===== config.mk =====
export PLATFORM = sky130hd
export DESIGN_NAME = denklem_sweep_ctrl_flat
export DESIGN_NICKNAME = d
export VERILOG_FILES = /design/src/rtl/denklem_sweep_ctrl_pkg.sv /design/src/rtl/denklem_sweep_ctrl_if.sv /design/src/rtl/denklem_sweep_ctrl_sweep_counter.sv /design/src/rtl/denklem_sweep_ctrl.sv /design/src/flat_wrapper.sv
export SDC_FILE = /design/constraint.sdc
export NUM_CORES = 1
export LEC_CHECK = 0
export CORE_MARGIN = 1
export CORE_UTILIZATION = 50
export CTS_CLUSTER_DIAMETER = 200
export DETAILED_ROUTE_END_ITERATION = 12
export DONT_BUFFER_PORTS = 1
export GPL_ROUTABILITY_DRIVEN = 0
export PLACE_DENSITY = 0.73
export SLEW_MARGIN = 20
export SYNTH_ARGS = -nofsm -noshare
export SYNTH_HDL_FRONTEND = slang
export SYNTH_SLANG_ARGS = --single-unit

===== constraint.sdc =====
create_clock -name clk -period 1.6 [get_ports clk]
set_input_delay 0.32 -clock clk [delete_from_list [all_inputs] [get_ports clk]]
set_output_delay 0.32 -clock clk [all_outputs]
set_load 0.02 [all_outputs]

===== src/rtl/denklem_sweep_ctrl_pkg.sv =====
// Shared widths, FSM state type and the reference equation y = {1, x, 1}
// for the sweep controller and its bench.
package denklem_pkg;
  localparam int XW   = 3;
  localparam int YW   = 5;
  localparam int SUMW = 8;

  typedef enum logic [1:0] {
    IDLE  = 2'd0,
    DRIVE = 2'd1,
    OUT   = 2'd2,
    DONE  = 2'd3
  } state_e;

  function automatic logic [YW-1:0] exp_y(input logic [XW-1:0] x);
    return {1'b1, x, 1'b1};
  endfunction
endpackage


===== src/rtl/denklem_sweep_ctrl_if.sv =====
// Result stream of the sweep controller: one (x, y) pair per valid/ready handshake.
interface denklem_sweep_ctrl_if #(
  parameter int XW = 3,
  parameter int YW = 5
);
  logic          out_valid;
  logic          out_ready;
  logic [XW-1:0] out_x;
  logic [YW-1:0] out_y;

  modport master (output out_valid, output out_x, output out_y, input out_ready);
  modport slave  (input out_valid, input out_x, input out_y, output out_ready);
endinterface


===== src/rtl/denklem_sweep_ctrl_sweep_counter.sv =====
// Sweep position counter: current x and elements remaining after it.
// cur_nxt exposes the value cur takes on the next edge.
module sweep_counter #(
  parameter int XW = 3
) (
  input  logic          clk,
  input  logic          rst,
  input  logic          load,
  input  logic          step,
  input  logic [XW-1:0] load_cur,
  input  logic [XW-1:0] load_rem,
  output logic [XW-1:0] cur,
  output logic [XW-1:0] cur_nxt,
  output logic          last
);
  logic [XW-1:0] cur_q, cur_d;
  logic [XW-1:0] rem_q, rem_d;

  always_comb begin
    cur_d = cur_q;
    rem_d = rem_q;
    if (load) begin
      cur_d = load_cur;
      rem_d = load_rem;
    end else if (step) begin
      // both wrap modulo 2^XW, so a full sweep passes 7 -> 0
      cur_d = cur_q + 1'b1;
      rem_d = rem_q - 1'b1;
    end
  end

  always_ff @(posedge clk) begin
    if (rst) begin
      cur_q <= '0;
      rem_q <= '0;
    end else begin
      cur_q <= cur_d;
      rem_q <= rem_d;
    end
  end

  assign cur     = cur_q;
  assign cur_nxt = cur_d;
  assign last    = (rem_q == '0);
endmodule


===== src/rtl/denklem_sweep_ctrl.sv =====
// Sweeps x over [x_start, x_end] (mod 2^XW) through the external equation unit,
// streams each (x, y) and accumulates sum(y). Optional macro DENKLEM_CHECK_EN adds chk_err.
module denklem_sweep_ctrl
  import denklem_pkg::*;
#(
  parameter int XW   = denklem_pkg::XW,
  parameter int YW   = denklem_pkg::YW,
  parameter int SUMW = denklem_pkg::SUMW
) (
  input  logic            clk,
  input  logic            rst,
  input  logic            start,
  input  logic [XW-1:0]   x_start,
  input  logic [XW-1:0]   x_end,
  output logic [XW-1:0]   x_out,
  input  logic [YW-1:0]   y_in,
  denklem_sweep_ctrl_if.master strm,
  output logic            busy,
  output logic            done,
`ifdef DENKLEM_CHECK_EN
  output logic            chk_err,
`endif
  output logic [SUMW-1:0] sum
);
  state_e          state_q, state_d;
  logic [XW-1:0]   x_out_q, x_out_d;
  logic [XW-1:0]   out_x_q, out_x_d;
  logic [YW-1:0]   out_y_q, out_y_d;
  logic [SUMW-1:0] sum_q, sum_d;
  logic            load, step;
  logic [XW-1:0]   cur, cur_nxt;
  logic            last;
`ifdef DENKLEM_CHECK_EN
  logic            chk_q, chk_d;
`endif

  sweep_counter #(.XW(XW)) u_cnt (
    .clk      (clk),
    .rst      (rst),
    .load     (load),
    .step     (step),
    .load_cur (x_start),
    .load_rem (x_end - x_start),
    .cur      (cur),
    .cur_nxt  (cur_nxt),
    .last     (last)
  );

  always_comb begin
    state_d = state_q;
    out_x_d = out_x_q;
    out_y_d = out_y_q;
    sum_d   = sum_q;
    load    = 1'b0;
    step    = 1'b0;
`ifdef DENKLEM_CHECK_EN
    chk_d   = chk_q;
`endif
    case (state_q)
      IDLE, DONE: begin
        if (start) begin
          load    = 1'b1;
          sum_d   = '0;
          state_d = DRIVE;
`ifdef DENKLEM_CHECK_EN
          chk_d   = 1'b0;
`endif
        end else begin
          state_d = IDLE;
        end
      end
      DRIVE: begin
        out_x_d = cur;
        out_y_d = y_in;
        sum_d   = sum_q + SUMW'(y_in);
        state_d = OUT;
`ifdef DENKLEM_CHECK_EN
        if (y_in != exp_y(cur)) chk_d = 1'b1;
`endif
      end
      OUT: begin
        if (strm.out_ready) begin
          if (last) begin
            state_d = DONE;
          end else begin
            step    = 1'b1;
            state_d = DRIVE;
          end
        end
      end
      default: state_d = IDLE;
    endcase
    // x_out is registered so it already equals cur throughout DRIVE
    x_out_d = (load || step) ? cur_nxt : x_out_q;
  end

  always_ff @(posedge clk) begin
    if (rst) begin
      state_q <= IDLE;
      x_out_q <= '0;
      out_x_q <= '0;
      out_y_q <= '0;
      sum_q   <= '0;
`ifdef DENKLEM_CHECK_EN
      chk_q   <= 1'b0;
`endif
    end else begin
      state_q <= state_d;
      x_out_q <= x_out_d;
      out_x_q <= out_x_d;
      out_y_q <= out_y_d;
      sum_q   <= sum_d;
`ifdef DENKLEM_CHECK_EN
      chk_q   <= chk_d;
`endif
    end
  end

  assign x_out          = x_out_q;
  assign strm.out_valid = (state_q == OUT);
  assign strm.out_x     = out_x_q;
  assign strm.out_y     = out_y_q;
  assign busy           = (state_q == DRIVE) || (state_q == OUT);
  assign done           = (state_q == DONE);
  assign sum            = sum_q;
`ifdef DENKLEM_CHECK_EN
  assign chk_err        = chk_q;
`endif
endmodule


===== src/flat_wrapper.sv =====
// flat-port wrapper written by rule: the top's interface ports become plain ports
module denklem_sweep_ctrl_flat import denklem_pkg::*;
#(
  parameter int XW   = denklem_pkg::XW,
  parameter int YW   = denklem_pkg::YW,
  parameter int SUMW = denklem_pkg::SUMW
)
  (clk, rst, start, x_start, x_end, x_out, y_in, busy, done, sum, strm_out_valid, strm_out_x, strm_out_y, strm_out_ready);
  denklem_sweep_ctrl_if #(.XW(XW), .YW(YW)) strm_i ();
  input  logic clk;
  input  logic rst;
  input  logic start;
  input  logic [XW-1:0] x_start;
  input  logic [XW-1:0] x_end;
  output logic [XW-1:0] x_out;
  input  logic [YW-1:0] y_in;
  output logic busy;
  output logic done;
  output logic [SUMW-1:0] sum;
  output wire logic [$bits(strm_i.out_valid)-1:0] strm_out_valid;
  output wire logic [$bits(strm_i.out_x)-1:0] strm_out_x;
  output wire logic [$bits(strm_i.out_y)-1:0] strm_out_y;
  input wire logic [$bits(strm_i.out_ready)-1:0] strm_out_ready;
  assign strm_out_valid = strm_i.out_valid;
  assign strm_out_x = strm_i.out_x;
  assign strm_out_y = strm_i.out_y;
  assign strm_i.out_ready = strm_out_ready;
  denklem_sweep_ctrl #(.XW(XW), .YW(YW), .SUMW(SUMW)) u_core (.clk(clk), .rst(rst), .start(start), .x_start(x_start), .x_end(x_end), .x_out(x_out), .y_in(y_in), .strm(strm_i), .busy(busy), .done(done), .sum(sum));
endmodule

==> results_dict.tcl, run 1 <==
set metrics [dict create \
    start_util_pct 53.3 \
    via_count 1288 \
    synth-seq-area-share_pct 36.5 \
    pin_count_of_the_biggest_net_entering_global_routing 27 \
    drt_iter0_drc 31 \
    timing.final.crit_share_pct 105 \
    post_drt_via_cell_ratio 6.10 \
    path_max_fanout 3 \
    netlist_top_cells_count "sky130_fd_sc_hd__dfxtp_1, sky130_fd_sc_hd__nor2_1, sky130_fd_sc_hd__ha_1" \
    grt_overflow_total 0 \
    max_cap_violations 0 \
    synthDistinctLibCells 38 \
    layout.nets 210 \
    cp.required_ns 1.88 \
    first_global_vias 1254 \
    stdcell_count 211 \
    cp_slowest_cell "sky130_fd_sc_hd__dfxtp_4" \
    synthTopCellsByArea "sky130_fd_sc_hd__dfxtp_1, sky130_fd_sc_hd__ha_1, sky130_fd_sc_hd__mux2i_1" \
    syn-num-nets 194 \
    die_y_microns 56.5 \
    tritoncts "done" \
    static-leakage-power_uw 0.000698 \
    syn-instance-count 165 \
    postPlaceCellArea_sq_um 1680 \
    grt_usage_pct 21.7 \
    detailedRoute.firstPassIterationCount 4 \
    dp.cells 203 \
    multi_input_area_sq_um 985 \
    grt_pass1_wl_microns 5480 \
    final_critical_path_setup_slack_ns -0.0784 \
    final_critical_period_ns 1.68 \
    worstSetupPathType "reg -> reg" \
    edff_count_synth 0 \
    worst_setup_hold_path_clk_slew_ns 0.15 \
    dpl.hpwl_microns 2400 \
    power-per-cell-area_nw_per_um2 752 \
    buffer_ports.inserted 0 \
    hold_path_class "in -> reg" \
    drt_drc_violations_left 0 \
    postRouteWirelength_microns 3360 \
    complex_gate_fraction_of_the_synthesized_area_pct 17.6 \
    yosys.area_share.adder_pct 12.8 \
    rsz0062_at_grt "true" \
    setup.reg_to_reg.worst_slack_ns -0.08 \
    core.rowCount 19 \
    synth_top_family_by_area "compound AO/OA/AOI/OAI gates" \
    status "finished with violations" \
    post_route_cells_drive_above_1_share_pct 29.4 \
    die_width_microns 56.5 \
    vdd_drop_max_mv 0.665 \
    synth-seq-cells 27 \
    max_slew_margin_pct 79.1 \
    clock_tree.htree_level_count 1 \
    drt.antenna.violating_nets 0 \
    fp.dieArea_sq_um 3190 \
    max_stage_delay_ns 0.38 \
    worst-slew-pin-transition_ns 0.312 \
    fin_worst_hold_slack_ns 0.0265 \
    clk_path_buf_depth 2 \
    insertion_delay_of_the_later_clocked_pin_in_the_worst_skew_pair_ns 0.34 \
    ff_latch_area_sq_um 553 \
    clock_tree.root_cell "sky130_fd_sc_hd__clkbuf_4" \
    worstPathCellList "ha_4 > fa_2 > a211oi_2 > nor2_1 > o211ai_1 > mux2i_1" \
    post_synth_mux_area_share_pct 7.09 \
    total_design_power_uw 1360 \
    finalInstanceArea_sq_um 1810 \
    worst_clock_skew_ns 0.00497 \
    grt_antenna_before_repair 0 \
    synth.yosys.warnings 0 \
    antenna_cells_inserted 0 \
    async_reset_ff_share_pct 0 \
    post_synth_and_or_nand_nor_area_fraction_pct 16.5 \
    timing.critical_path.arrival_ns 1.96 \
    drt-wirelength-per-cell_microns 15.9 \
    ioPinCount 37 \
    totalNegativeSetupSlack_ns -0.0784 \
    achievable-frequency_mhz 596 \
    yosys.area_share.xor_xnor_pct 4.73 \
    netlist_area_sq_um 1480 \
    synthMostInstantiatedCell "sky130_fd_sc_hd__dfxtp_1" \
    synth_largest_area_cell "sky130_fd_sc_hd__dfxtp_1" \
    cts.sinks 27 \
    fill_cell_count 234 \
    floorplan.core_area_sq_um 2780 \
    syn2layout_area_growth_pct 21.9 \
    report.final.hold_viol_count 0 \
    ys.flop_type "sky130_fd_sc_hd__dfxtp_1" \
    critical_path.endpoint_type "flip-flop" \
    failed_checks "setup timing" \
    cts-buffers-inserted 3 \
    setup_viol_count_final 1 \
    syn_avg_cell_area_sq_um 8.99 \
    synthDominantCellAreaShare_pct 36.5 \
    worstSetupStartpointType "flip-flop" \
    final_max_slew_viol_count 0 \
]
-- critical path: cells and delay by family (launching register included) --
kind                       cells  cell delay, ns
AOI/OAI and AO/OA              2            0.44
adders and majority gates      2            0.53
DFF                            1            0.38
muxes                          1            0.20
and+or+nand+nor                1            0.09
-- placed cells by master, fill, tap and decap left out, types with 3 or more instances in the layout --
cell type and count:
sky130_fd_sc_hd__a211oi_1 4, sky130_fd_sc_hd__a211oi_2 4, sky130_fd_sc_hd__a21oi_1 10, sky130_fd_sc_hd__buf_4 18
sky130_fd_sc_hd__clkbuf_4 3, sky130_fd_sc_hd__dfxtp_1 21, sky130_fd_sc_hd__dfxtp_2 4, sky130_fd_sc_hd__ha_1 6
sky130_fd_sc_hd__ha_4 6, sky130_fd_sc_hd__inv_1 6, sky130_fd_sc_hd__mux2i_1 9, sky130_fd_sc_hd__nand2_1 9
sky130_fd_sc_hd__nand2b_1 5, sky130_fd_sc_hd__nand3_1 4, sky130_fd_sc_hd__nand4_1 5, sky130_fd_sc_hd__nor2_1 16
sky130_fd_sc_hd__o211ai_1 4, sky130_fd_sc_hd__o21ai_0 3, sky130_fd_sc_hd__xnor2_1 5, sky130_fd_sc_hd__xor2_1 3
-- flip-flops by register name, indices dropped and copies added, names as in the netlist --
register            cells
u_core.x_out            3
u_core.u_cnt.cur        3
u_core.u_cnt.rem_q      3
u_core.sum              8
u_core.strm.out_x       3
u_core.strm.out_y       5
u_core.state_q          2
-- power by group --
part	switching (uW)	total, uW	internal (uW)	leakage (uW)
logic	146	295	149	0.000460
clock network	216	312	96.0	0.0000139
registers	45.2	751	706	0.000224
-- final timing paths --
kind,endpoint,depth (start not counted),startpoint
worst max-delay path,u_core.sum[6]$_SDFFE_PP0P_,6,u_core.sum[0]$_SDFFE_PP0P_
worst min register to register,u_core.u_cnt.cur[1]$_SDFF_PP0_,2,u_core.u_cnt.cur[1]$_SDFF_PP0_
worst max register to register,u_core.sum[6]$_SDFFE_PP0P_,6,u_core.sum[0]$_SDFFE_PP0P_
worst min-delay path,u_core.sum[1]$_SDFFE_PP0P_,1,rst
-- cell type report --
type,instances,area share [%]
well taps,31,2.15
clock buffers,3,1.25
clock inverters,1,0.416
multi-input cells,120,54.5
repair buffers,21,9.28
flip-flops and latches,27,30.6
inverters,8,1.80
-- timing repair --
| item | in CTS | in global routing |
|---|---|---|
| endpoints found under the setup margin | 4 | 13 |
| buffers inserted | 3 | 1 |
| hold endpoints to repair | 0 | 6 |
| pin swaps | 6 | 4 |
| resized for setup | 7 | 10 |
| hold buffers | 0 | 1 |
-- through the flow --
| stage | setup slack [ns] | utilization [%] |
|---|---|---|
| finish | -0.0784 | 65.0 |
| global route | -0.195 | 65.0 |
| CTS | -0.0533 | 63.4 |
| detailed placement | -0.0802 | 60.3 |
| global placement | -0.0273 | 60.3 |
| floorplan | -0.0166 | - |
-- layer usage --
layer  routed length (microns)  up-vias  track usage (%)
met5                         0        -                0
met4                        60        0             8.01
met3                       263        9             7.83
met2                      1660       56             36.6
met1                      1370      608             24.9
li1                          -      615                -
-- cells by family after synthesis --
logic type	count (synthesis)
AOI/OAI and AO/OA	39
xor gates and xnor gates	8
adders and majority gates	14
buffers and inverters	18
DFF	27
muxes	10
and+or+nand+nor	49
Note: power is estimated with default switching activity, not from simulation.
==> run 2: changes to the inputs <==
--- a/config.mk
+++ b/config.mk
@@ -11,6 +11,7 @@
 export DETAILED_ROUTE_END_ITERATION = 12
 export DONT_BUFFER_PORTS = 1
 export GPL_ROUTABILITY_DRIVEN = 0
+export HOLD_SLACK_MARGIN = 0.03
 export PLACE_DENSITY = 0.73
 export SLEW_MARGIN = 20
 export SYNTH_ARGS = -nofsm -noshare
==> results_dict.tcl, run 2 (synthesized netlist as in run 1, its figures left out) <==
set metrics [dict create \
    gr-max-usage-layer "met2" \
    total_design_power_uw 1370 \
    pwr-share-clk_pct 22.9 \
    rr_worst_depth 6 \
    setup.reg_to_reg.worst_slack_ns -0.07 \
    vdd_drop_max_mv 0.664 \
    hold_path_startpoint "strm_out_ready" \
    critical_path.endpoint_type "flip-flop" \
    static-leakage-power_uw 0.000698 \
    grt_pass1_wl_microns 5620 \
    holdPathEnd "u_core.state_q[0]$_SDFFE_PP0P_" \
    use_met2_pct 37.5 \
    final_critical_path_setup_slack_ns -0.0696 \
    worstSetupPathType "reg -> reg" \
    worst_clock_skew_ns 0.00688 \
    path_max_fanout 3 \
    via_count 1281 \
    switching_share_pct 30.3 \
    antenna_cells_inserted 0 \
    buffer_ports.inserted 0 \
    drt-wirelength-per-cell_microns 15.9 \
    clock_tree.root_cell "sky130_fd_sc_hd__clkbuf_4" \
    postPlaceCellArea_sq_um 1680 \
    finish.utilization_pct 65.0 \
    failed_checks "setup timing" \
    worstSetupStartpointType "flip-flop" \
    grt_antenna_before_repair 0 \
    post_route_cells_drive_above_1_share_pct 29.4 \
    stdcell_count 211 \
    sequentialPowerShare_pct 55.1 \
    timing.critical_path.arrival_ns 1.95 \
    mostFrequentLayoutCells "sky130_fd_sc_hd__dfxtp_1, sky130_fd_sc_hd__buf_4, sky130_fd_sc_hd__nor2_1" \
    global_route.usage.met3_pct 8.06 \
    cp.required_ns 1.88 \
    max_cap_violations 0 \
    max_slew_margin_pct 47.4 \
    power.switching_uw 414 \
    power-per-cell-area_nw_per_um2 756 \
    hold_path_class "in -> reg" \
    drt_iter0_drc 29 \
    worst_setup_hold_path_clk_slew_ns 0.15 \
    finalInstanceArea_sq_um 1810 \
    regToRegStartpoint "u_core.sum[0]$_SDFFE_PP0P_" \
    tritoncts "done" \
    largest_reg_flops 8 \
    die_width_microns 56.5 \
    layout.nets 210 \
    post_drt_via_cell_ratio 6.07 \
    power.share.combinational_pct 22.0 \
    fill_cell_count 234 \
    status "finished with violations" \
    rsz0062_at_grt "true" \
    ioPinCount 37 \
    report.final.hold_viol_count 0 \
    worst-slew-pin-transition_ns 0.786 \
    drt.antenna.violating_nets 0 \
    clock_tree.htree_level_count 1 \
    fp.dieArea_sq_um 3190 \
    clk_path_buf_depth 2 \
    final_max_slew_viol_count 0 \
    final_critical_period_ns 1.67 \
    cts-buffers-inserted 3 \
    most_common_cell_after_layout_fill_and_taps_aside "sky130_fd_sc_hd__dfxtp_1" \
    grt_overflow_total 0 \
    floorplan.core_area_sq_um 2780 \
    grt_usage_pct 22.3 \
    die_y_microns 56.5 \
    dpl.hpwl_microns 2400 \
    drt_drc_violations_left 0 \
    dp.cells 203 \
    setup_viol_count_final 1 \
    postRouteWirelength_microns 3350 \
    detailedRoute.firstPassIterationCount 4 \
    insertion_delay_of_the_later_clocked_pin_in_the_worst_skew_pair_ns 0.34 \
    hold_path_depth 1 \
    met1_track_utilization_from_global_routing_pct 25.9 \
    cell_internal_pwr_uw 951 \
    cts.sinks 27 \
    syn2layout_area_growth_pct 21.9 \
    pin_count_of_the_biggest_net_entering_global_routing 21 \
    first_global_vias 1267 \
    timing.final.crit_share_pct 104 \
    core.rowCount 19 \
    achievable-frequency_mhz 599 \
    worst_r2r_endpoint "u_core.sum[6]$_SDFFE_PP0P_" \
    start_util_pct 53.3 \
]
-- run 2: cell counts in the layout (fill, tap and decap cells not counted) --
Identical to the previous run, type by type.
-- run 2: worst max-delay path, stage by stage, from the launching register on --
cell and delay, ns:
sky130_fd_sc_hd__dfxtp_4 0.38, sky130_fd_sc_hd__ha_4 0.16, sky130_fd_sc_hd__fa_2 0.37, sky130_fd_sc_hd__a211oi_2 0.23, sky130_fd_sc_hd__nor2_1 0.10, sky130_fd_sc_hd__o211ai_1 0.20
sky130_fd_sc_hd__mux2i_1 0.20
-- run 2: cell type report --
| type | instances | area [sq um] | share of cell area, % |
|---|---|---|---|
| Tap cell | 31 | 38.8 | 2.15 |
| Clock buffer | 3 | 22.5 | 1.25 |
| Multi-Input combinational cell | 120 | 985 | 54.5 |
| Inverter | 8 | 32.5 | 1.80 |
| Timing Repair Buffer | 21 | 168 | 9.28 |
| Sequential cell | 27 | 553 | 30.6 |
| Clock inverter | 1 | 7.51 | 0.416 |
-- run 2: worst max-delay path by stage --
stage / start / endpoint / slack, ns
floorplan: u_core.sum[0]$_SDFFE_PP0P_ / u_core.sum[6]$_SDFFE_PP0P_ / -0.02
global placement: u_core.sum[0]$_SDFFE_PP0P_ / u_core.sum[6]$_SDFFE_PP0P_ / -0.03
detailed placement: u_core.sum[0]$_SDFFE_PP0P_ / u_core.sum[6]$_SDFFE_PP0P_ / -0.08
CTS: u_core.sum[0]$_SDFFE_PP0P_ / u_core.sum[6]$_SDFFE_PP0P_ / -0.05
global route: u_core.sum[0]$_SDFFE_PP0P_ / u_core.sum[6]$_SDFFE_PP0P_ / -0.19
finish: u_core.sum[0]$_SDFFE_PP0P_ / u_core.sum[6]$_SDFFE_PP0P_ / -0.07
-- run 2: what timing repair did --
| action | in CTS | in global routing |
|---|---|---|
| pin swaps | 6 | 4 |
| gates resized for setup | 7 | 10 |
| endpoints found under the hold margin | 20 | 0 |
| endpoints found under the setup margin | 4 | 13 |
| hold buffers | 1 | 0 |
| cloned | 0 | 0 |
| buffers inserted | 3 | 1 |
-- run 2: metal layers --
layer	up-vias	wire, microns
met5	-	0
li1	616	-
met2	54	1620
met4	0	60
met3	9	251
met1	602	1410
-- run 2: power groups by stage --
| stage | logic, uW | clock network [uW] | registers, uW |
|---|---|---|---|
| floorplan | 199 | 0 | 765 |
| global placement | 254 | 0 | 765 |
| detailed placement | 260 | 0 | 767 |
| CTS | 288 | 328 | 752 |
| global route | 334 | 350 | 756 |
| finish | 301 | 313 | 752 |
-- run 2: per-stage QoR --
stage	setup TNS (ns)	hold slack [ns]	setup WS [ns]
6_report	-0.0696	0.0792	-0.0696
5_1_grt	-0.276	0.0790	-0.195
4_1_cts	-0.0586	0.0722	-0.0533
3_5_place_dp	-0.121	0.386	-0.0802
3_3_place_gp	-0.0273	0.385	-0.0273
2_1_floorplan	-0.0166	0.452	-0.0166
